[config.mk]
export PLATFORM = sky130hd
export DESIGN_NAME = controle_dispensador_flat
export DESIGN_NICKNAME = d
export VERILOG_FILES = /design/src/rtl/controle_dispensador_if.sv /design/src/rtl/controle_dispensador.sv /design/src/flat_wrapper.sv
export SDC_FILE = /design/constraint.sdc
export NUM_CORES = 1
export LEC_CHECK = 0
export BUFFER_PORTS_ARGS = -buffer_cell sky130_fd_sc_hd__buf_2
export CORE_AREA = 2 2 58 60
export CTS_BUF_LIST = sky130_fd_sc_hd__clkbuf_8 sky130_fd_sc_hd__clkbuf_16
export CTS_CLUSTER_DIAMETER = 200
export CTS_CLUSTER_SIZE = 40
export DETAILED_ROUTE_END_ITERATION = 10
export DIE_AREA = 0 0 60 62
export GPL_TIMING_DRIVEN = 0
export HOLD_SLACK_MARGIN = 0.05
export PLACE_DENSITY = 0.73
export SLEW_MARGIN = 20
export SYNTH_ARGS = -nofsm -noshare
export SYNTH_HDL_FRONTEND = slang
export SYNTH_SLANG_ARGS = --single-unit
[constraint.sdc]
create_clock -name clk -period 2.25 [get_ports clk]
set_input_delay 0.225 -clock clk [delete_from_list [all_inputs] [get_ports clk]]
set_output_delay 0.225 -clock clk [all_outputs]
set_load 0.01 [all_outputs]
[src/rtl/controle_dispensador_if.sv]
// Bus between the dispense controller and the purchase verifier.
// The controller presents the latched button/bill selection and the
// verifier answers with D_valor (0 = value accepted, 1 = mismatch).
interface controle_dispensador_if;
  logic [3:0] sel_bt;
  logic [2:0] sel_cedulas;
  logic       D_valor;

  // Dispense controller side: drives the selection, reads the verdict
  modport master (
    output sel_bt,
    output sel_cedulas,
    input  D_valor
  );

  // Verifier side: reads the selection, drives the verdict
  modport slave (
    input  sel_bt,
    input  sel_cedulas,
    output D_valor
  );
endinterface

[src/rtl/controle_dispensador.sv]
// Dispense controller for the coffee vending machine.
// Detects a drink-button rise, latches the button and bill switches for
// the purchase verifier, then runs a timed preparation cycle or an error
// indication depending on the verifier answer and the selection sanity.
// Optional feature macro: CONTADOR_VENDAS_EN enables the saturating
// completed-sale counter on 'vendas'; without it 'vendas' is tied to 0.
module controle_dispensador #(
  parameter int T_PREPARO = 8,
  parameter int T_PRONTO  = 4,
  parameter int T_ERRO    = 4
) (
  input  logic                   clk,
  input  logic                   rst,
  input  logic [3:0]             bt,
  input  logic [2:0]             chaves_cedulas,
  controle_dispensador_if.master verif,
  output logic [3:0]             bebida,
  output logic                   preparando,
  output logic                   pronto,
  output logic                   erro,
  output logic                   ocupado,
  output logic [7:0]             vendas
);

  localparam int T_MAX_A = (T_PREPARO > T_PRONTO) ? T_PREPARO : T_PRONTO;
  localparam int T_MAX   = (T_MAX_A > T_ERRO) ? T_MAX_A : T_ERRO;
  localparam int TW      = $clog2(T_MAX + 1);

  localparam logic [TW-1:0] ULT_PREPARO = TW'(T_PREPARO - 1);
  localparam logic [TW-1:0] ULT_PRONTO  = TW'(T_PRONTO - 1);
  localparam logic [TW-1:0] ULT_ERRO    = TW'(T_ERRO - 1);

  typedef enum logic [2:0] {
    OCIOSO,
    VERIFICA,
    PREPARA,
    PRONTO,
    ERRO
  } estado_t;

  estado_t       estado;
  logic [TW-1:0] timer;
  logic [3:0]    bt_prev;
  logic [3:0]    rise;
  logic          selecao_invalida;
  logic          prepara_fim;

  // A button counts only on its 0->1 transition; bt_prev resets to all ones
  // so a button held through reset never looks like a new press.
  assign rise = bt & ~bt_prev;

  // Selection is rejected for multi-button presses, no bill value, or a
  // verifier mismatch; the verifier sees the registered sel_* outputs.
  assign selecao_invalida = ($countones(verif.sel_bt) != 1) ||
                            (verif.sel_cedulas == 3'b000) ||
                            verif.D_valor;

  assign prepara_fim = (estado == PREPARA) && (timer == ULT_PREPARO);

  // Main controller: state, timer, latched selection and all status
  // outputs are updated together so every output is a registered value.
  always_ff @(posedge clk or posedge rst) begin
    if (rst) begin
      estado            <= OCIOSO;
      timer             <= '0;
      bt_prev           <= 4'b1111;
      verif.sel_bt      <= 4'b0000;
      verif.sel_cedulas <= 3'b000;
      bebida            <= 4'b0000;
      preparando        <= 1'b0;
      pronto            <= 1'b0;
      erro              <= 1'b0;
      ocupado           <= 1'b0;
    end else begin
      bt_prev <= bt;
      case (estado)
        OCIOSO: begin
          if (rise != 4'b0000) begin
            verif.sel_bt      <= bt;
            verif.sel_cedulas <= chaves_cedulas;
            estado            <= VERIFICA;
            timer             <= '0;
            ocupado           <= 1'b1;
          end
        end

        VERIFICA: begin
          timer <= '0;
          if (selecao_invalida) begin
            estado <= ERRO;
            erro   <= 1'b1;
          end else begin
            estado     <= PREPARA;
            preparando <= 1'b1;
            bebida     <= verif.sel_bt;
          end
        end

        PREPARA: begin
          if (prepara_fim) begin
            estado     <= PRONTO;
            timer      <= '0;
            preparando <= 1'b0;
            pronto     <= 1'b1;
          end else begin
            timer <= timer + 1'b1;
          end
        end

        PRONTO: begin
          if (timer == ULT_PRONTO) begin
            estado            <= OCIOSO;
            timer             <= '0;
            pronto            <= 1'b0;
            bebida            <= 4'b0000;
            ocupado           <= 1'b0;
            verif.sel_bt      <= 4'b0000;
            verif.sel_cedulas <= 3'b000;
          end else begin
            timer <= timer + 1'b1;
          end
        end

        ERRO: begin
          if (timer == ULT_ERRO) begin
            estado            <= OCIOSO;
            timer             <= '0;
            erro              <= 1'b0;
            ocupado           <= 1'b0;
            verif.sel_bt      <= 4'b0000;
            verif.sel_cedulas <= 3'b000;
          end else begin
            timer <= timer + 1'b1;
          end
        end

        default: begin
          estado     <= OCIOSO;
          timer      <= '0;
          bebida     <= 4'b0000;
          preparando <= 1'b0;
          pronto     <= 1'b0;
          erro       <= 1'b0;
          ocupado    <= 1'b0;
        end
      endcase
    end
  end

`ifdef CONTADOR_VENDAS_EN
  // Completed-sale counter: one count per finished preparation, holds at 255.
  always_ff @(posedge clk or posedge rst) begin
    if (rst) begin
      vendas <= 8'd0;
    end else if (prepara_fim && (vendas != 8'd255)) begin
      vendas <= vendas + 8'd1;
    end
  end
`else
  assign vendas = 8'd0;
`endif

endmodule

[src/flat_wrapper.sv]
// flat-port wrapper written by rule: the top's interface ports become plain ports
module controle_dispensador_flat 
#(
  parameter int T_PREPARO = 8,
  parameter int T_PRONTO  = 4,
  parameter int T_ERRO    = 4
)
  (clk, rst, bt, chaves_cedulas, bebida, preparando, pronto, erro, ocupado, vendas, verif_sel_bt, verif_sel_cedulas, verif_D_valor);
  controle_dispensador_if verif_i ();
  input  logic clk;
  input  logic rst;
  input  logic [3:0] bt;
  input  logic [2:0] chaves_cedulas;
  output logic [3:0] bebida;
  output logic preparando;
  output logic pronto;
  output logic erro;
  output logic ocupado;
  output logic [7:0] vendas;
  output wire logic [$bits(verif_i.sel_bt)-1:0] verif_sel_bt;
  output wire logic [$bits(verif_i.sel_cedulas)-1:0] verif_sel_cedulas;
  input wire logic [$bits(verif_i.D_valor)-1:0] verif_D_valor;
  assign verif_sel_bt = verif_i.sel_bt;
  assign verif_sel_cedulas = verif_i.sel_cedulas;
  assign verif_i.D_valor = verif_D_valor;
  controle_dispensador #(.T_PREPARO(T_PREPARO), .T_PRONTO(T_PRONTO), .T_ERRO(T_ERRO)) u_core (.clk(clk), .rst(rst), .bt(bt), .chaves_cedulas(chaves_cedulas), .verif(verif_i), .bebida(bebida), .preparando(preparando), .pronto(pronto), .erro(erro), .ocupado(ocupado), .vendas(vendas));
endmodule
==> results.cfg, run 1 <==
[sta]
maxSlewViolCount = 0
achievable-frequency_ghz = 0.427
rsz0062_at_grt = true
slew-limit-headroom_pct = 37.0
finalHoldViolCount = 0
period_share_pct = 104
tightest_slew_ps = 940
fin_ws_ps = -93.6
finClkSkew_ps = 11.3
setup_viol = 6
fin_crit_ps = 2340

[cells_and_area]
diodes = 0
layout.cells.non_filler = 223
layout_commonest_cell = buf_2
syn2layout_area_growth_pct = 22.6
stdcell_area_um2 = 1760
final_cell_mix = buf_2, dfrtp_1, buf_4
final_nets = 193
drive_gt1_share_pct = 33.9
fin_util_pct = 55.4

[logic_synthesis]
synth_top_area_share_pct = 38.3
ys_ff_latch = 26
synth_top_cell_by_area = dfrtp_1
synthCells = 138
synthTopCellsByArea = dfrtp_1, dfstp_2, mux2i_1
netlist_area_um2 = 1440
syn_area_per_cell_um2 = 10.4
yosysWarnings = 0
synth_cell_type_count = 41
yosysSeqAreaShare_pct = 45.6

[placement]
dp_slack_ps = -182
io_buffers = 24
place_inst = 215
post-dp-hpwl_um = 2080
placed_cell_area_um2 = 1660
gp_congestion = 0.796

[drt]
drc = 0
vias_per_cell = 4.83
drt_first_pass_iters = 4
postRouteAntennaNets = 0
wl_met3_um = 85
highest_layer = met4
wl_met2_um = 1430
initialDrtViolationCount = 12
vias = 1076
routed_wl_um = 2810
wl_met1_um = 1230
wl_per_cell_um = 12.6

[clocking]
hold_buffers = 0
root_buffer = clkbuf_8
cts_buffers = 3
path_clk_slew_ps = 100
htree_levels = 1
clock_path_buffers = 2
worstSkewPairLatency_ps = 280
cts_tree = done
cts_sinks = 26

[worst_hold_path]
hp-class = input port to async pin

[floorplanning]
die_y_um = 62
pin_count = 33
die_w_um = 60
num_rows = 21
start_util_pct = 45.2
coreArea_um2 = 3180
dieArea_um2 = 3720

[worst_setup_path]
path_cells = ha_1 > ha_2 > fa_1 > nor4b_2 > nor3b_2 > o21ai_2 > a22o_1
cp_num_buf_inv = 0
crit_arrival_ps = 2520
cp_slowest_stage_delay_ps = 450
cp_slowest_cell = fa_1
cp-end-kind = flip-flop
timing.rr.start = u_core.verif.sel_bt[2]$_DFFE_PP0P_
r2r_cells = 7
critical_path_class = flip-flop to flip-flop
required_ps = 2430
cp-start-kind = flip-flop
cp_top_family = adder cells
cp_max_fo = 4
reg2reg_to = u_core.bebida[2]$_DFFE_PP0P_
r2r_slack_ps = -90

[status]
outcome = finished, violations left
violations = setup timing

[power_and_ir_drop]
power_density_nw_per_um2 = 1240
fin_total_pwr_mw = 2.19
irDropWorstVdd_v = 0.000734
leakagePower_nw = 0.912

[global_route]
antenna_found_initial = 0
grt_pass1_wl_um = 4840
grt_max_degree = 27
overflow = 0
grt_pass1_vias = 1068
track_usage_pct = 17.5

[job]
drv_cap = 0
[timing repair]
| action | 4_1_cts | 5_1_grt |
|---|---|---|
| pin swaps | 0 | 0 |
| buffers inserted | 4 | 0 |
| resized for setup | 2 | 0 |
| setup endpoints to repair | 6 | 7 |
[worst register-to-register path, stage by stage (launching register included)]
cell and delay [ps]:
dfrtp_1 420, ha_1 310, ha_2 180, fa_1 450, nor4b_2 270, nor3b_2 260, o21ai_2 110, a22o_1 240
[metal layers]
metal	track usage [%]	vias up
met4	7.62	0
met2	29.7	26
met5	0	-
met1	22.3	503
li1	-	540
met3	2.69	7
[per-stage QoR]
step | setup TNS, ps | hold WS, ps
2_1_floorplan | 0 | 229
3_3_place_gp | -576 | 352
3_5_place_dp | -982 | 353
4_1_cts | -437 | 57.9
5_1_grt | -1090 | 51.1
6_report | -434 | 23.2
[registers in the layout, summed over array words and instances (netlist names), 3 cells and up]
signal                    cells
u_core.bt_prev                4
u_core.verif.sel_cedulas      3
u_core.bebida                 4
u_core.estado                 3
u_core.verif.sel_bt           4
u_core.timer                  4
[worst max path at each step]
stage	from	end	slack [ps]	cells past startpoint
2_1_floorplan	u_core.verif.sel_bt[0]$_DFFE_PP0P_	u_core.bebida[0]$_DFFE_PP0P_	10	7
6_report	u_core.verif.sel_bt[2]$_DFFE_PP0P_	u_core.bebida[2]$_DFFE_PP0P_	-90	7
4_1_cts	u_core.verif.sel_bt[2]$_DFFE_PP0P_	u_core.bebida[2]$_DFFE_PP0P_	-90	7
3_3_place_gp	u_core.verif.sel_bt[0]$_DFFE_PP0P_	u_core.bebida[1]$_DFFE_PP0P_	-110	7
3_5_place_dp	u_core.verif.sel_bt[0]$_DFFE_PP0P_	u_core.bebida[2]$_DFFE_PP0P_	-180	7
5_1_grt	u_core.verif.sel_bt[2]$_DFFE_PP0P_	u_core.bebida[2]$_DFFE_PP0P_	-200	7
[Yosys cell counts]
cell and count:
a21o_1 4, nor4b_1 1, a21oi_1 7, ha_1 4
buf_4 9, nand3_1 1, o21a_1 1, inv_1 12
fa_1 1, o21ai_0 4, dfstp_2 4, and2_0 1
mux2i_1 8, nor2_1 5, a211o_1 1, nand2b_1 2
and2_1 1, nor2b_1 5, or3b_4 1, nand2_1 12
nor3_1 4, a22oi_1 2, buf_2 1, dfrtp_1 22
nor3b_1 2, a31o_2 1, nand3b_1 2, o32a_1 1
o22ai_1 2, or2_2 1, o2bb2ai_1 1, a211oi_2 1
a2111oi_4 1, and3b_1 1, a22o_1 5, buf_6 1
conb_1 1, mux2_2 1, o21ai_4 1, clkbuf_1 2
nor3b_2 1
[where the power goes]
part           total, mW  switching (mW)  internal (mW)
Sequential         0.723           0.104          0.619
Combinational       1.07           0.557          0.512
Clock              0.393           0.155          0.238
[cells by family after synthesis]
family                   after synthesis  share of synthesized area [%]
AO/OA/AOI/OAI                         32                           17.9
multiplexers                           9                           6.36
other                                  1                          0.261
flip-flops                            26                           45.6
adder cells (fa/ha/maj)                5                           4.88
buffers and inverters                 25                           9.49
AND/OR/NAND/NOR                       40                           15.5
[final cells by class]
| cell class | count | area [um2] |
|---|---|---|
| sequential | 26 | 656 |
| clock inverter | 1 | 30.0 |
| fill | 303 | 1420 |
| multi-input combinational | 94 | 689 |
| buffer | 13 | 91.3 |
| clock buffer | 3 | 41.3 |
| inverter | 12 | 45.0 |
| timing repair buffer | 28 | 150 |
| tap | 46 | 57.6 |
Note: power is estimated with default switching activity, not from simulation.
==> run 2: changes to the inputs <==
--- a/config.mk
+++ b/config.mk
@@ -6,15 +6,15 @@
 export NUM_CORES = 1
 export LEC_CHECK = 0
 export BUFFER_PORTS_ARGS = -buffer_cell sky130_fd_sc_hd__buf_2
-export CORE_AREA = 2 2 58 60
+export CORE_AREA = 2 2 62 52
 export CTS_BUF_LIST = sky130_fd_sc_hd__clkbuf_8 sky130_fd_sc_hd__clkbuf_16
 export CTS_CLUSTER_DIAMETER = 200
 export CTS_CLUSTER_SIZE = 40
 export DETAILED_ROUTE_END_ITERATION = 10
-export DIE_AREA = 0 0 60 62
+export DIE_AREA = 0 0 64 54
 export GPL_TIMING_DRIVEN = 0
 export HOLD_SLACK_MARGIN = 0.05
-export PLACE_DENSITY = 0.73
+export PLACE_DENSITY = 0.76
 export SLEW_MARGIN = 20
 export SYNTH_ARGS = -nofsm -noshare
 export SYNTH_HDL_FRONTEND = slang
==> constraint.sdc (replaced) <==
create_clock -name clk -period 2.3 [get_ports clk]
set_input_delay 0.23 -clock clk [delete_from_list [all_inputs] [get_ports clk]]
set_output_delay 0.23 -clock clk [all_outputs]
set_load 0.01 [all_outputs]
==> results.cfg, run 2 (same netlist as run 1, synthesis figures left out) <==
[drt]
routed_wl_um = 2940
drc = 0
wl_per_cell_um = 13.3
postRouteAntennaNets = 0
vias_per_cell = 5.07
initialDrtViolationCount = 47
drt_first_pass_iters = 4
vias = 1115

[clocking]
cts_sinks = 26
root_buffer = clkbuf_8
worstSkewPairLatency_ps = 270
clock_path_buffers = 2
hold_buffers = 0
cts_buffers = 3
cts_tree = done
path_clk_slew_ps = 90
htree_levels = 1

[power_and_ir_drop]
switching_power_mw = 0.848
irDropWorstVdd_v = 0.000744
power_density_nw_per_um2 = 1270
swShare_pct = 37.1
leakagePower_nw = 0.935
fin_total_pwr_mw = 2.28
clock_power_share_pct = 16.2
pwr-share-comb_pct = 52.6
internal_power_mw = 1.44
power_frac_seq_pct = 31.1

[global_route]
gr-usage-met3_pct = 3.14
busiest_layer = met2
grt_max_degree = 27
track_usage_pct = 17.1
use_met2_pct = 28.0
met1_usage_pct = 24.2
grt_pass1_vias = 965
antenna_found_initial = 0
overflow = 0
grt_pass1_wl_um = 4550

[worst_setup_path]
cp-end-kind = flip-flop
cp_num_buf_inv = 0
path_cells = ha_1 > ha_2 > fa_1 > nor4b_4 > nor3b_4 > o21ai_2 > a22o_1
cp_slowest_stage_delay_ps = 480
cp_top_family = adder cells
required_ps = 2460
cp_max_fo = 4
cp-start-kind = flip-flop
cp_slowest_cell = fa_1
critical_path_class = flip-flop to flip-flop
crit_arrival_ps = 2510

[sta]
period_share_pct = 102
achievable-frequency_ghz = 0.424
rsz0062_at_grt = true
setup_viol = 5
fin_ws_ps = -56.0
maxSlewViolCount = 0
slew-limit-headroom_pct = 35.9
fin_crit_ps = 2360
holdWs_ps = 70.4
tightest_slew_ps = 960
setup_tns_ps = -221
finalHoldViolCount = 0
finClkSkew_ps = 4.17

[cells_and_area]
layout.cells.non_filler = 220
n_fill_cell = 235
drive_gt1_share_pct = 35.0
diodes = 0
syn2layout_area_growth_pct = 24.7
final_nets = 196
stdcell_area_um2 = 1790
final_cell_mix = buf_2, dfrtp_1, buf_4
fin_util_pct = 61.7
layout_commonest_cell = buf_2

[placement]
post-dp-hpwl_um = 2130
place_inst = 209
gp_congestion = 0.758
io_buffers = 24
placed_cell_area_um2 = 1650
dp_slack_ps = -166

[floorplanning]
dieArea_um2 = 3460
die_y_um = 54
start_util_pct = 49.4
die_w_um = 64
pin_count = 33
num_rows = 18
coreArea_um2 = 2910

[status]
outcome = finished, violations left
violations = setup timing

[job]
drv_cap = 0

[worst_hold_path]
hp-class = input port to flip-flop
## run 2: path summary, 6_finish.rpt
path                                               startpoint                                 endpoint  slack, ps  depth (start not counted)
setup / recovery           u_core.verif.sel_bt[2]$_DFFE_PP0P_             u_core.bebida[0]$_DFFE_PP0P_        -60                          7
hold / removal                                          bt[0]              u_core.bt_prev[0]$_DFF_PP1_         70                          1
setup reg to reg           u_core.verif.sel_bt[2]$_DFFE_PP0P_             u_core.bebida[0]$_DFFE_PP0P_        -60                          7
hold reg to reg                 u_core.preparando$_DFFE_PP0P_            u_core.preparando$_DFFE_PP0P_        490                          1
max in group asynchronous                                 rst             u_core.estado[0]$_DFFE_PP0P_       1550                          2
min in group asynchronous                                 rst  u_core.verif.sel_cedulas[1]$_DFFE_PP0P_        170                          2
## run 2: final cells by class
| cell class | instances | area [um2] | share of cell area (%) |
|---|---|---|---|
| multi-input combinational | 94 | 706 | 39.4 |
| sequential | 26 | 656 | 36.6 |
| timing repair buffer | 31 | 173 | 9.64 |
| buffer | 13 | 91.3 | 5.10 |
| tap | 40 | 50.0 | 2.79 |
| inverter | 12 | 45.0 | 2.51 |
| clock buffer | 3 | 41.3 | 2.30 |
| clock inverter | 1 | 30.0 | 1.68 |
## run 2: power by group through the flow
| stage | combinational (mW) | clock, mW | sequential [mW] |
|---|---|---|---|
| after detailed placement | 0.983 | 0 | 0.732 |
| after global routing | 1.32 | 0.401 | 0.733 |
| final | 1.20 | 0.371 | 0.711 |
| after global placement | 0.933 | 0 | 0.722 |
| after CTS | 1.12 | 0.386 | 0.710 |
| after floorplan | 0.677 | 0 | 0.756 |
## run 2: per-layer routing
| metal | part of all wire, % | vias to the layer above |
|---|---|---|
| li1 | - | 546 |
| met2 | 48 | 23 |
| met1 | 48 | 544 |
| met4 | 0.58 | 0 |
| met5 | 0 | - |
| met3 | 3.3 | 2 |
## run 2: repair_timing
| action | 4_1_cts | 5_1_grt |
|---|---|---|
| gates resized for setup | 4 | 1 |
| buffers inserted | 5 | 2 |
| setup endpoints to repair | 6 | 8 |
| pin swaps | 10 | 6 |
==> run 3: changes to the inputs <==
--- a/config.mk
+++ b/config.mk
@@ -6,15 +6,15 @@
 export NUM_CORES = 1
 export LEC_CHECK = 0
 export BUFFER_PORTS_ARGS = -buffer_cell sky130_fd_sc_hd__buf_2
-export CORE_AREA = 2 2 62 52
+export CORE_AREA = 2 2 60 50
 export CTS_BUF_LIST = sky130_fd_sc_hd__clkbuf_8 sky130_fd_sc_hd__clkbuf_16
 export CTS_CLUSTER_DIAMETER = 200
 export CTS_CLUSTER_SIZE = 40
 export DETAILED_ROUTE_END_ITERATION = 10
-export DIE_AREA = 0 0 64 54
+export DIE_AREA = 0 0 62 52
 export GPL_TIMING_DRIVEN = 0
 export HOLD_SLACK_MARGIN = 0.05
-export PLACE_DENSITY = 0.76
+export PLACE_DENSITY = 0.81
 export SLEW_MARGIN = 20
 export SYNTH_ARGS = -nofsm -noshare
 export SYNTH_HDL_FRONTEND = slang
==> constraint.sdc (replaced) <==
create_clock -name clk -period 2.9 [get_ports clk]
set_input_delay 0.29 -clock clk [delete_from_list [all_inputs] [get_ports clk]]
set_output_delay 0.29 -clock clk [all_outputs]
set_load 0.01 [all_outputs]
==> results.cfg, run 3 (same netlist as run 1, synthesis figures left out) <==
[status]
outcome = finished, final reports clean

[power_and_ir_drop]
internal_power_mw = 0.947
clock_power_share_pct = 15.0
irDropWorstVdd_v = 0.000513
pwr-share-comb_pct = 48.2
switching_power_mw = 0.598
swShare_pct = 38.7
power_density_nw_per_um2 = 916
power_frac_seq_pct = 36.8
fin_total_pwr_mw = 1.54
leakagePower_nw = 0.883

[cells_and_area]
syn2layout_area_growth_pct = 17.3
layout.cells.non_filler = 211
drive_gt1_share_pct = 29.5
multi_input_area_um2 = 671
final_nets = 189
diodes = 0
final_cell_mix = buf_2, dfrtp_1, inv_1, nand2_1, buf_4
n_fill_cell = 234
layout_commonest_cell = buf_2
seqCellArea_um2 = 656

[clocking]
ctsResizeCount = 0
postCtsSetupRepairBufs = 0
hold_buffers = 0
htree_levels = 1
cts_tree = done
root_buffer = clkbuf_8
cts_buffers = 3
cts_sinks = 26
worstSkewPairLatency_ps = 270
path_clk_slew_ps = 90
clock_path_buffers = 2

[worst_setup_path]
cp-start-kind = flip-flop
required_ps = 3070
cp_max_fo = 4
critical_path_class = flip-flop to flip-flop
r2r_slack_ps = 160
r2r_cells = 7
timing.rr.start = u_core.verif.sel_bt[0]$_DFFE_PP0P_
reg2reg_to = u_core.bebida[2]$_DFFE_PP0P_
cp-end-kind = flip-flop
crit_arrival_ps = 2900

[global_route]
grt_pass1_wl_um = 4480
track_usage_pct = 18.7
grt_max_degree = 27
grt_pass1_vias = 999
antenna_found_initial = 0
overflow = 0

[drt]
vias_per_cell = 5.23
drc = 0
routed_wl_um = 2540
wl_per_cell_um = 12.1
vias = 1103
postRouteAntennaNets = 0
initialDrtViolationCount = 45
drt_first_pass_iters = 4

[floorplanning]
pin_count = 33
die_w_um = 62
dieArea_um2 = 3220
start_util_pct = 54.0
die_y_um = 52
num_rows = 17
coreArea_um2 = 2660

[sta]
fin_crit_ps = 2740
period_share_pct = 94.4
finClkSkew_ps = 3.39
setup_tns_ps = 0
tightest_slew_ps = 968
achievable-frequency_ghz = 0.365
maxSlewViolCount = 0
rsz0062_at_grt = false
finalHoldViolCount = 0
setup_viol = 0
slew-limit-headroom_pct = 35.4

[placement]
place_inst = 207
io_buffers = 24
post-dp-hpwl_um = 1960
gp_congestion = 0.835

[worst_hold_path]
hold_depth = 1
hold_end = u_core.bt_prev[1]$_DFF_PP1_
hp-class = input port to flip-flop
worstHoldStart = bt[1]

[job]
drv_cap = 0
==> run 3: cell types whose count changed in the layout (fill, tap and decap cells not counted), sizes merged <==
cell,change
bufinv,-1
clkbuf,+1
buf,-7
==> run 3: worst max-delay path, cell delays in order, from the launching register on <==
cell	delay [ps]
dfrtp_1	430
ha_1	320
ha_1	220
fa_1	440
nor4b_1	400
nor3b_1	310
o21ai_0	230
a22o_1	280
==> run 3: power by group through the flow <==
stage | logic, mW | registers [mW] | clock network [mW]
2_1_floorplan | 0.508 | 0.600 | 0
3_3_place_gp | 0.711 | 0.571 | 0
3_5_place_dp | 0.745 | 0.576 | 0
4_1_cts | 0.749 | 0.569 | 0.239
5_1_grt | 0.834 | 0.592 | 0.253
6_report | 0.744 | 0.569 | 0.231
==> run 3: worst max-delay path by stage <==
stage | startpoint | end | slack (ps) | cells after the start
finish | u_core.verif.sel_bt[0]$_DFFE_PP0P_ | u_core.bebida[2]$_DFFE_PP0P_ | 160 | 7
global route | u_core.verif.sel_bt[0]$_DFFE_PP0P_ | u_core.bebida[3]$_DFFE_PP0P_ | 40 | 7
CTS | u_core.verif.sel_bt[0]$_DFFE_PP0P_ | u_core.bebida[2]$_DFFE_PP0P_ | 150 | 7
detailed placement | u_core.verif.sel_bt[0]$_DFFE_PP0P_ | u_core.bebida[2]$_DFFE_PP0P_ | 180 | 7
global placement | u_core.verif.sel_bt[0]$_DFFE_PP0P_ | u_core.bebida[0]$_DFFE_PP0P_ | 270 | 7
floorplan | u_core.verif.sel_bt[0]$_DFFE_PP0P_ | u_core.bebida[0]$_DFFE_PP0P_ | 450 | 7
==> run 3: metrics by stage <==
step / hold slack (ps) / utilization [%] / setup slack [ps] / cell area [um2]
2_1_floorplan: 294 / - / 450 / 1460
3_3_place_gp: 413 / 61.3 / 275 / 1630
3_5_place_dp: 415 / 61.3 / 180 / 1630
4_1_cts: 119 / 63.4 / 146 / 1690
5_1_grt: 116 / 63.4 / 41.7 / 1690
6_report: 129 / 63.4 / 163 / 1690
==> run 3: final cells by class <==
| type | instances | share of cell area, % |
|---|---|---|
| sequential | 26 | 38.9 |
| tap | 38 | 2.82 |
| inverter | 12 | 2.67 |
| clock buffer | 4 | 3.27 |
| multi-input combinational | 94 | 39.8 |
| buffer | 13 | 5.42 |
| timing repair buffer | 24 | 7.13 |
==> run 3: routing by layer <==
metal / global-route usage (%) / part of all wire, %
met5: 0 / 0
met4: 4.26 / 0.94
met3: 5.72 / 7.2
met2: 28.3 / 45
met1: 25.9 / 47
